## src/rtl/instr_fetch.sv

```systemverilog
// Instruction fetch sequencer: owns the PC, issues ROM reads and hands each
// fetched word to the instruction register with a single-cycle load strobe.
module instr_fetch #(
  parameter int unsigned ADDR_W  = 8,
  parameter int unsigned MEM_LAT = 1
) (
  input  logic              Clock,
  input  logic              Reset,
  input  logic              Fetch,
  input  logic              PC_ld,
  input  logic [ADDR_W-1:0] Jump_addr,
  input  logic [15:0]       ROM_data,
  output logic [ADDR_W-1:0] ROM_addr,
  output logic              ROM_rd,
  output logic [15:0]       IR_data,
  output logic              IR_ld,
  output logic              Busy,
  output logic              Done,
  output logic [ADDR_W-1:0] PC
);

  localparam int unsigned CntW = 2;

  if (MEM_LAT < 1 || MEM_LAT > 4) begin : g_bad_lat
    $error("instr_fetch: MEM_LAT must be in 1..4");
  end

  typedef enum logic [1:0] {StIdle, StIssue, StWait, StLoad} state_e;

  state_e            state_q;
  logic [CntW-1:0]   wait_cnt_q;
  logic [ADDR_W-1:0] pc_q;
  logic [ADDR_W-1:0] rom_addr_q;
  logic [15:0]       ir_q;
  logic              done_q;

  always_ff @(posedge Clock) begin
    if (Reset) begin
      state_q    <= StIdle;
      wait_cnt_q <= '0;
      pc_q       <= '0;
      rom_addr_q <= '0;
      ir_q       <= 16'h0000;
      done_q     <= 1'b0;
    end else begin
      done_q <= 1'b0;
      unique case (state_q)
        StIdle: begin
          // A jump taken together with a fetch reads the jump target.
          if (Fetch) begin
            state_q <= StIssue;
            if (PC_ld) begin
              pc_q       <= Jump_addr;
              rom_addr_q <= Jump_addr;
            end else begin
              rom_addr_q <= pc_q;
            end
          end else if (PC_ld) begin
            pc_q <= Jump_addr;
          end
        end
        StIssue: begin
          wait_cnt_q <= CntW'(MEM_LAT - 1);
          state_q    <= StWait;
        end
        StWait: begin
          if (wait_cnt_q == '0) begin
            ir_q    <= ROM_data;
            state_q <= StLoad;
          end else begin
            wait_cnt_q <= wait_cnt_q - CntW'(1);
          end
        end
        StLoad: begin
          pc_q    <= pc_q + ADDR_W'(1);
          done_q  <= 1'b1;
          state_q <= StIdle;
        end
        default: state_q <= StIdle;
      endcase
    end
  end

  assign ROM_addr = rom_addr_q;
  assign ROM_rd   = (state_q == StIssue);
  assign IR_data  = ir_q;
  assign IR_ld    = (state_q == StLoad);
  assign Busy     = (state_q != StIdle);
  assign Done     = done_q;
  assign PC       = pc_q;

endmodule

```

## config.mk

```make
export PLATFORM = sky130hd
export DESIGN_NAME = instr_fetch
export DESIGN_NICKNAME = d
export VERILOG_FILES = /design/src/rtl/instr_fetch.sv
export SDC_FILE = /design/constraint.sdc
export NUM_CORES = 1
export LEC_CHECK = 0
export ABC_CLOCK_PERIOD_IN_PS = 4400
export CAP_MARGIN = 10
export CORE_MARGIN = 2
export CORE_UTILIZATION = 30
export DETAILED_ROUTE_END_ITERATION = 10
export PLACE_DENSITY = 0.65
export SYNTH_ARGS = -nofsm -noshare
export SYNTH_HDL_FRONTEND = slang
export SYNTH_SLANG_ARGS = --single-unit
```

## constraint.sdc

```tcl
create_clock -name Clock -period 4.4 [get_ports Clock]
set_input_delay 0.88 -clock Clock [delete_from_list [all_inputs] [get_ports Clock]]
set_output_delay 0.88 -clock Clock [all_outputs]
set_load 0.01 [all_outputs]
```

== Word level (Yosys, flattened, before mapping) ==
Index checks and enable logic that the tools add are counted.
Storage, ports and cells
  flip-flop bits (word level): 37
  input port bits: 28
  output and inout bits: 36
  word-level logic and storage cells: 31
Operators by class
  add/sub/neg operators: 2
  equal/unequal tests: 6
  muxes and demuxes: 8
  reductions and logical operators: 9
Operators by type and width (number)
  $pmux 8 s2: 1
  $add 8x1->8 const B: 1
  $mux 8: 1
  $pmux 2 s4: 1
  $reduce_and 2->1: 4
  $mux 2: 3
  $ne 2x2->1 const B: 3
  $reduce_bool 2->1: 3
  $eq 2x2->1 const B: 2
  $logic_not 2->1: 2
  $pmux 2 s2: 1
  $eq 2x1->1 const B: 1
  $sub 2x1->2 const B: 1
  $mux 1: 1

== Depth between registers and ports, before layout ==
  word-level depth: 3
  gate-level depth with buffers: 7
  gate-level depth less buffers: 6

== Least setup slack after synthesis ==
Ideal clock, no wire load.
  kind: input to register
  start: input PC_ld
  end: register pc_q[3] (netlist: PC[3])
  setup time: 128 ps
  arrival time: 1581 ps
  data required time: 4272 ps
  slack: 2692 ps
  cell stages on the path: 5
  path buffers: 1
  cells stage by stage: buf_4 mux2i_1 o22ai_1 a22oi_1 nor2_1
Between the ends
  word-level cells in the longest chain between the ends: 2
RTL lines
  start, declared: RTL line 10  | input logic PC_ld,
  $mux 8
  $pmux 8 s2
  end signal, assigned: RTL line 53  | pc_q <= Jump_addr;
  end signal, assigned: RTL line 59  | pc_q <= Jump_addr;
  end signal, assigned: RTL line 75  | pc_q <= pc_q + ADDR_W'(1);
  end, declared: RTL line 32  | logic [ADDR_W-1:0] pc_q;
Every way passes these cells.
A chain may end at the register's enable or synchronous reset.

== Worst setup path after layout ==
  start: register state_q[0]
  end: output IR_ld
Between the ends
  word-level cells in the longest chain between the ends: 1
RTL lines
  start, declared: RTL line 30  | state_e state_q;
  start signal, assigned: RTL line 39  | state_q <= StIdle;
  start signal, assigned: RTL line 51  | state_q <= StIssue;
  start signal, assigned: RTL line 64  | state_q <= StWait;
  $eq 2x2->1: RTL line 87  | assign IR_ld = (state_q == StLoad);
  end, declared: RTL line 16  | output logic IR_ld,
Every way passes these cells.

==> impl_metrics.env <==
export IMPL_status="finished, final reports clean"
export IMPL_vias=1602
export IMPL_multi_input_area_um2=842
export IMPL_num_rows=27
export IMPL_grt_setup_unrepaired="false"
export IMPL_ctsHoldBuffers=0
export IMPL_dieArea_mm2=0.00620
export IMPL_cp_slowest_stage_delay_ps=650
export IMPL_drt_wl_total_um=4020
export IMPL_syn_area_per_cell_um2=8.13
export IMPL_die_h_um=78.7
export IMPL_syn_inst=206
export IMPL_nNetsFinal=300
export IMPL_fin_tns_setup_ps=0
export IMPL_seq_area_frac_synth_pct=44.2
export IMPL_track_usage_pct=12.8
export IMPL_ios=64
export IMPL_core_mm2=0.00544
export IMPL_cts_tree="done"
export IMPL_ant_nets=0
export IMPL_worstPathMaxFanout=17
export IMPL_seqPwrFrac_pct=36.5
export IMPL_ys_warn_count=0
export IMPL_powerDensity_mw_per_mm2=540
export IMPL_gp_congestion=0.809
export IMPL_drc_errors=0
export IMPL_drt_iter0_drc=36
export IMPL_synth_seq_cells=37
export IMPL_cts_root_buf="clkbuf_8"
export IMPL_synthSimpleGateAreaFrac_pct=20.0
export IMPL_syn_num_nets=241
export IMPL_first_global_vias=1415
export IMPL_synth_top_area_share_pct=44.2
export IMPL_synth_compound_area_share_pct=17.7
export IMPL_cts_made_buffers=5
export IMPL_top_usage_layer="met2"
export IMPL_grtUsageMet3_pct=3.86
export IMPL_synth_top_area_cell="dfxtp_1"
export IMPL_skew_ps=8.17
export IMPL_clock_latency_ps=290
export IMPL_synthXorXnorAreaFrac_pct=0
export IMPL_startpoint_type="flop"
export IMPL_worstSetupPathType="reg2out"
export IMPL_crit_slowest_cell="clkdlybuf4s50_1"
export IMPL_power_share_clock_pct=21.2
export IMPL_cts_resized=0
export IMPL_required_ps=3520
export IMPL_synth_area_leaders="dfxtp_1 (44%), nand2_1 (9.0%), a21oi_1 (7.2%)"
export IMPL_worst_pin_slew_ps=864
export IMPL_synth_top_family_by_area="simple AND/OR/NAND/NOR gates"
export IMPL_cts_clk_slew_worst_paths_ps=70
export IMPL_start_util_pct=30.8
export IMPL_fp_dieW_um=78.7
export IMPL_layout_drive_gt1_share_pct=4.53
export IMPL_p_sw_uw=467
export IMPL_hp_class="reg2reg"
export IMPL_cts_num_sinks=37
export IMPL_vdd_drop_max_v=0.000196
export IMPL_grt_use_met2_pct=21.6
export IMPL_diodes=0
export IMPL_hold_viol_final=0
export IMPL_post_route_period_util_pct=63.2
export IMPL_regArea_um2=741
export IMPL_final_common_cell="clkdlybuf4s50_1"
export IMPL_synth_cell_area_mm2=0.00168
export IMPL_maxCapViolCount=0
export IMPL_finalSetupViolCount=0
export IMPL_end_kind="output pin"
export IMPL_layout_min_cycle_time_ps=2780
export IMPL_max_freq_ghz=0.359
export IMPL_synth_area_mux_share_pct=7.32
export IMPL_crit_family="buffers and inverters"
export IMPL_total_power_uw=1320
export IMPL_final_max_slew_viol_count=0
export IMPL_syn_to_final_growth_pct=46.4
export IMPL_leakage_uw=0.000893
export IMPL_netSwitchingFraction_pct=35.3
export IMPL_cp_arrival_ps=1900
export IMPL_viasPerCell=4.75
export IMPL_grt_use_met1_pct=15.7
export IMPL_antenna_found_initial=0
export IMPL_wl_per_cell_um=11.9
export IMPL_clk_path_buf_depth=2
export IMPL_overflow=0
export IMPL_post_cts_buffers=0
export IMPL_grt_max_degree=23
export IMPL_crit_chain="ha_1, clkdlybuf4s50_1"
export IMPL_path_buf_inv=1
export IMPL_maxSlewHeadroom_pct=42.2
export IMPL_synthAdderAreaFrac_pct=5.23
export IMPL_power_frac_comb_pct=42.4
export IMPL_layout_cells_most_common_list="clkdlybuf4s50_1 (63), nand2_1 (40), dfxtp_1 (37)"
export IMPL_htreeDepth=2
export IMPL_p_int_uw=856
export IMPL_yosysUniqueCellTypes=32
export IMPL_grt_pass1_wl_um=6380
export IMPL_first_pass_iters=4
export IMPL_place_hpwl_um=2870
export IMPL_fillCellCount=545
export IMPL_port_buffers=63
## area by class of cell
class / instances / share of cell area, %
Multi-Input combinational cell: 147 / 34.3
Sequential cell: 37 / 30.2
Timing Repair Buffer: 64 / 26.0
Tap cell: 72 / 3.67
Clock buffer: 5 / 2.81
Inverter: 10 / 1.53
Clock inverter: 2 / 1.43
## registers in the layout (all words and copies together) (netlist names)
name        cells
ROM_addr        8
PC              8
IR_data        16
state_q         2
wait_cnt_q      2
Done            1
## per-layer routing
layer  vias to the layer above  wire length [um]  part of all wire, %
met1                       720              1880                   47
met2                        59              1780                   44
met4                         0                53                  1.3
met5                         -                 0                    0
met3                         6               310                  7.7
li1                        817                 -                    -
## cell families (layout without fill, tap and decap cells)
kind of cell,after synthesis,after routing
simple gates,79,79
mux,12,12
fa+ha+maj,7,7
compound gates,49,49
flops,37,37
buf+inv,22,81
## worst register-to-register path: stages, from the launching register on
cell       delay, ps
dfxtp_1          390
inv_1            100
ha_1             510
inv_1            230
and3_1           200
nor2b_1          140
a2111oi_2        300
## power groups by stage
| stage | clock (uW) | combinational [uW] | sequential [uW] |
|---|---|---|---|
| detailed placement | 0 | 568 | 488 |
| CTS | 293 | 570 | 482 |
| floorplan | 0 | 301 | 509 |
| finish | 280 | 561 | 483 |
| global placement | 0 | 562 | 490 |
| global route | 309 | 618 | 494 |
## synth_stat cells, drive strengths merged
library cell  instances
nand2                40
dfxtp                37
a21oi                24
nor2                 22
inv                  10
mux2i                10
a211oi                8
ha                    7
o21ai                 7
buf                   6
clkbuf                6
nand3                 4
nor3                  4
nor2b                 3
o22ai                 3
a22oi                 2
and2                  2
mux2                  2
a2111oi               1
a21o                  1
a2bb2oi               1
and3                  1
nand4                 1
o21a                  1
o2bb2ai               1
or3                   1
or4                   1
## path summary, 6_finish.rpt
check                                 start  cells past startpoint  slack, ps     endpoint
worst max-delay path             state_q[0]                      2       1620        IR_ld
worst min-delay path            IR_data[13]                      2        450  IR_data[13]
worst max register to register   state_q[0]                      6       2430        PC[6]
worst min register to register  IR_data[13]                      2        450  IR_data[13]
## per-stage QoR
stage                     util [%]  setup WS [ps]  cells  hold slack (ps)  cell area [um^2]
after floorplan                  -           2690    206              465              1680
after global placement        43.2           1890    330              442              2350
after detailed placement      43.2           1850    330              446              2350
after CTS                     45.1           1610    337              457              2450
after global routing          45.1           1500    337              466              2450
final                         45.1           1620    337              455              2450
No activity file was read; power rests on OpenSTA's default activity.
